==> src/rtl/div_ctrl.sv <==
// Divide-request sequencer: latches operands, restarts an external divider,
// waits (bounded) for its completion and presents a registered result to the pipeline.
module div_ctrl #(
  parameter int unsigned WIDTH   = 32,
  parameter int unsigned TIMEOUT = 40
) (
  input  logic             clk,
  input  logic             rst,
  input  logic             ctrl_DIV,
  input  logic [WIDTH-1:0] data_operandA,
  input  logic [WIDTH-1:0] data_operandB,
  output logic             stall,
  output logic [WIDTH-1:0] data_result,
  output logic             data_resultRDY,
  output logic             data_exception,
  output logic [WIDTH-1:0] div_operandA,
  output logic [WIDTH-1:0] div_operandB,
  output logic             div_rst,
  input  logic [WIDTH-1:0] div_result,
  input  logic             div_resultRDY,
  input  logic             div_exception
);

  localparam int unsigned CW = $clog2(TIMEOUT + 1);

  typedef enum logic [1:0] {IDLE, LAUNCH, RUN, DONE} state_t;

  state_t        state;
  logic [CW-1:0] cnt;

  // Outputs are set on the transition into the state they belong to, so they
  // are registered yet line up exactly with the state they describe.
  always_ff @(posedge clk or negedge rst) begin
    if (!rst) begin
      state          <= IDLE;
      cnt            <= '0;
      stall          <= 1'b0;
      data_result    <= '0;
      data_resultRDY <= 1'b0;
      data_exception <= 1'b0;
      div_operandA   <= '0;
      div_operandB   <= '0;
      div_rst        <= 1'b0;
    end else begin
      data_resultRDY <= 1'b0;
      div_rst        <= 1'b0;
      case (state)
        IDLE, DONE: begin
          if (ctrl_DIV) begin
            state        <= LAUNCH;
            div_operandA <= data_operandA;
            div_operandB <= data_operandB;
            stall        <= 1'b1;
            div_rst      <= 1'b1;
          end else begin
            state <= IDLE;
            stall <= 1'b0;
          end
        end
        LAUNCH: begin
          state <= RUN;
          cnt   <= '0;
          stall <= 1'b1;
        end
        RUN: begin
          // A completion seen in the last allowed cycle wins over the timeout.
          if (div_resultRDY) begin
            state          <= DONE;
            data_result    <= div_exception ? '0 : div_result;
            data_exception <= div_exception;
            data_resultRDY <= 1'b1;
            stall          <= 1'b0;
          end else if (cnt == CW'(TIMEOUT - 1)) begin
            state          <= DONE;
            data_result    <= '0;
            data_exception <= 1'b1;
            data_resultRDY <= 1'b1;
            stall          <= 1'b0;
          end else begin
            cnt <= cnt + CW'(1);
          end
        end
        default: begin
          state <= IDLE;
          stall <= 1'b0;
        end
      endcase
    end
  end

endmodule

==> config.mk <==
export PLATFORM = sky130hd
export DESIGN_NAME = div_ctrl
export DESIGN_NICKNAME = d
export VERILOG_FILES = /design/src/rtl/div_ctrl.sv
export SDC_FILE = /design/constraint.sdc
export NUM_CORES = 1
export LEC_CHECK = 0
export CAP_MARGIN = 25
export CORE_MARGIN = 2
export CORE_UTILIZATION = 25
export CTS_CLUSTER_SIZE = 20
export DETAILED_ROUTE_END_ITERATION = 8
export PLACE_DENSITY = 0.52
export SLEW_MARGIN = 30
export SYNTH_ARGS = -nofsm -noshare
export SYNTH_HDL_FRONTEND = slang
export SYNTH_SLANG_ARGS = --single-unit
==> constraint.sdc <==
create_clock -name clk -period 3.2 [get_ports clk]
set_input_delay 0.96 -clock clk [delete_from_list [all_inputs] [get_ports clk]]
set_output_delay 0.96 -clock clk [all_outputs]
set_load 0.05 [all_outputs]
# Word-level counts from Yosys, hierarchy flattened
# Cells that the tools add are included.
# classes
n_addsub	1
mul	0
div_mod_pow	0
magnitude_cmp	0
n_eq_ne	7
n_shift	0
n_mux	20
bitwise	0
n_reduce_logical	7
# ops
operator	count
32-bit two-way mux	3
6-bit two-way mux	2
6-bit case mux with 2 select lines	1
1-bit two-way mux	10
6-bit by 1-bit adder with 6-bit output (second input constant)	1
6-bit equality test (second input constant)	1
2-bit case mux with 3 select lines	1
2-bit equality test (second input constant)	2
2-bit two-way mux	2
2-bit inequality test (second input constant)	2
2-bit AND reduction	2
2-bit nonzero test	2
3-bit inequality test (second input constant)	1
1-bit case mux with 3 select lines	1
3-bit AND reduction	1
2-bit by 1-bit equality test with 1-bit output (second input constant)	1
2-bit logical NOT	1
2-bit OR reduction	1
# totals
ff_bits	108
latchBits	0
mem_bits_rw	0
romBits	0
inputBits	101
output_inout_bits	100
wordCells	44
memories	0

# Logic depth before layout (Yosys ltp)
# logic_depth
ltp_word	4
depth_mapped	8
mapped_depth_nobuf	5

# Worst setup path before layout
# OpenSTA, ideal clock, no wires.
# synth_path
path_type	in2reg
from	in ctrl_DIV
to	reg div_operandA[0]
setup_time_ns	0.125
arrival_time_ns	1.713
required_time_ns	3.075
path_slack_ns	1.362
path_stages	5
n_path_buf	2
path_cell_list	nand2_1 -> inv_1 -> buf_4 -> buf_6 -> mux2_2
# synth_via
elab_chain_cells	1
# synth_rtl
element	line	text
start, declared	9	input logic ctrl_DIV,
2-bit AND reduction (no line)	-	
end signal, assigned	51	div_operandA <= data_operandA;
end, declared	16	output logic [WIDTH-1:0] div_operandA,
# No other way between the ends.
# A chain may end at the register's enable or synchronous reset.

# Final worst setup path
# layout_path
from	reg data_result[9]
to	out data_result[9]
# layout_rtl
element	line	text
start, declared	13	output logic [WIDTH-1:0] data_result,
start signal, assigned	69	data_result <= div_exception ? '0 : div_result;
# No word-level cell between the ends.

==> impl_metrics.py <==
metrics = {
    "run_status": {
        "status": "complete, no violations",
    },
    "die": {
        "die_h_um": 140,
        "die_area_sq_mm": 0.0195,
        "row_count": 49,
        "die-width_um": 140,
        "core_sq_mm": 0.0180,
        "io_pins": 201,
        "start_util_pct": 25.5,
    },
    "clock_network": {
        "cts_resized": 0,
        "clock-sinks": 108,
        "cts_root_buf": "clkbuf_16",
        "clk_path_buf_depth": 2,
        "holdBufCountCts": 0,
        "cts.htree.levels": 3,
        "cts_post_setup_buffers_inserted": 0,
        "path_clk_slew_ns": 0.07,
        "insertion_delay_ns": 0.35,
        "numCtsBuffers": 9,
        "cts_tree": "done",
    },
    "sta": {
        "slew_headroom_pct": 46.1,
        "clock_skew_ns": 0.00666,
        "setup_viol": 0,
        "timing.final.ws_setup_ns": 0.657,
        "final.min_clock_period_ns": 2.54,
        "tns_ns": 0,
        "slew_viol_final": 0,
        "rsz0062_at_grt": "false",
        "final_hold_viol_count": 0,
        "fmax_mhz": 393,
        "worst_pin_slew_ns": 0.807,
        "hold_ws_ns": 0.505,
        "finalCritPeriodShare_pct": 79.5,
    },
    "placement": {
        "gp_congestion": 0.725,
        "pre_cts_ws_ns": 0.544,
        "dp_hpwl_mm": 8.84,
        "place_area_sq_mm": 0.00679,
        "portBuffers": 200,
    },
    "detailed_routing": {
        "drt-initial-drc-count": 130,
        "wire_per_inst_um": 16.0,
        "via_per_inst": 4.59,
        "dr_total_vias": 3550,
        "wirelength_mm": 12.4,
        "ant_nets": 0,
        "firstDrtPassIters": 4,
        "drc": 0,
    },
    "yosys": {
        "ys_ff_latch": 108,
        "synth_edf_count": 0,
        "yosys_warnings": 0,
        "ys.flop_type": "dfrtp_1",
        "synth.area.top_cells": "dfrtp_1, mux2_2, a22oi_1, nand2b_1, buf_6",
        "synth_largest_area_cell": "dfrtp_1",
        "syn_nets": 451,
        "synthDistinctLibCells": 34,
        "synth_most_common_cell": "dfrtp_1",
        "ys_top_cells_by_count": "dfrtp_1, mux2_2, a22oi_1, nand2b_1, o21ai_0",
        "syn_area_per_cell_sq_um": 13.3,
        "syn-cell-area_sq_mm": 0.00460,
        "seq_area_frac_synth_pct": 58.7,
        "syn_inst": 347,
        "yosysTopAreaCellShare_pct": 58.7,
        "synthArstFlopShare_pct": 100,
    },
    "power_and_ir_drop": {
        "switching_share_pct": 47.9,
        "vdd_drop_max_mv": 0.674,
        "power.leakage_nw": 2.84,
        "p_per_area_mw_per_mm2": 1260,
        "switchingPower_mw": 4.27,
        "p_seq_share_pct": 28.0,
        "internal-power_mw": 4.65,
        "power_frac_clock_pct": 12.0,
        "p_comb_share_pct": 60.0,
    },
    "critical_path": {
        "crit_chain": "clkdlybuf4s50_1",
        "path_class": "reg2out",
        "cpLargestDelayFamily": "buffers and inverters",
        "cp_slowest_cell": "clkdlybuf4s50_1",
        "worstPathArrival_ns": 1.58,
        "endpoint_kind": "output port",
        "max_stage_delay_ns": 0.85,
        "worst-path-buf-inv": 1,
        "required_ns": 2.24,
        "startpoint_type": "flop",
        "cp_max_fo": 3,
    },
    "finish": {
        "syn2layout_area_growth_pct": 53.9,
        "drive_gt1_share_pct": 17.1,
        "fillers": 1701,
        "nets": 644,
        "final_cell_area_sq_mm": 0.00708,
        "num_antenna_cells": 0,
        "multiInputGateArea_sq_mm": 0.00170,
        "seqCellArea_sq_mm": 0.00270,
    },
    "global_route": {
        "grt_use_total_pct": 12.6,
        "grt.overflow.total": 0,
        "grt_max_degree": 60,
        "grt_pass1_wl_mm": 19.8,
        "antenna_found_initial": 0,
        "grt_pass1_vias": 3746,
    },
    "hold_path": {
        "hp-class": "reg2reg",
    },
    "run": {
        "cap_violations": 0,
    },
}
[per-layer routing]
metal | wire [um] | global-route usage (%) | part of all wire [%] | vias up
li1 | - | - | - | 1634
met4 | 227 | 4.74 | 1.8 | 0
met5 | 0 | 0 | 0 | -
met3 | 631 | 3.17 | 5.1 | 15
met2 | 6370 | 21.8 | 52 | 121
met1 | 5140 | 15.1 | 42 | 1780
[state kept, by name, indices dropped and copies added, names as in the netlist]
name,count
div_rst,1
div_operandB,32
div_operandA,32
state,2
stall,1
cnt,6
data_result,32
data_exception,1
data_resultRDY,1
[kinds of logic after synthesis]
family                   synth area share, %
multiplexers                            16.4
AND/OR/NAND/NOR                         7.88
AO/OA/AOI/OAI                           11.7
adder cells (fa/ha/maj)                0.816
flip-flops                              58.7
XOR/XNOR                               0.190
buffers and inverters                   4.35
[power groups by stage]
stage | Combinational (mW) | Clock, mW | Sequential (mW)
final | 5.35 | 1.07 | 2.49
after global routing | 5.61 | 1.19 | 2.59
after CTS | 5.41 | 1.14 | 2.51
after detailed placement | 5.40 | 0 | 2.53
after global placement | 5.35 | 0 | 2.49
after floorplan | 1.43 | 0 | 4.72
[layout make-up]
cell class	instances	share of cell area, %
sequential	108	38.2
timing repair buffer	206	29.4
multi-input combinational	209	24.0
tap	229	4.05
clock buffer	10	3.38
clock inverter	6	0.689
inverter	6	0.318
[stage by stage]
step | util (%) | std cells | total power, mW
after floorplan | - | 347 | 6.15
after global placement | 37.7 | 758 | 7.85
after detailed placement | 37.7 | 758 | 7.93
after CTS | 39.3 | 774 | 9.05
after global routing | 39.3 | 774 | 9.39
final | 39.3 | 774 | 8.92
[worst paths after layout]
check	from	endpoint	slack (ns)	cells after the start
min in group asynchronous	rst	div_operandA[10]	0.52	1
min	div_operandB[1]	div_operandB[1]	0.50	1
min reg2reg	div_operandB[1]	div_operandB[1]	0.50	1
max reg2reg	state[0]	data_result[0]	1.08	6
max	data_result[9]	data_result[9]	0.66	1
max in group asynchronous	rst	div_operandB[31]	1.90	2
[layout by cell type (no fill, tap or decap), types with 4 or more instances in the layout]
cell	n
a22oi_1	33
mux2_2	66
nand2_1	4
o211ai_1	4
o21ai_0	20
nand2b_1	33
clkdlybuf4s50_1	199
buf_4	4
clkbuf_16	9
o21ai_1	14
inv_1	5
dfrtp_1	108
Power figures use the tool's default switching activity.
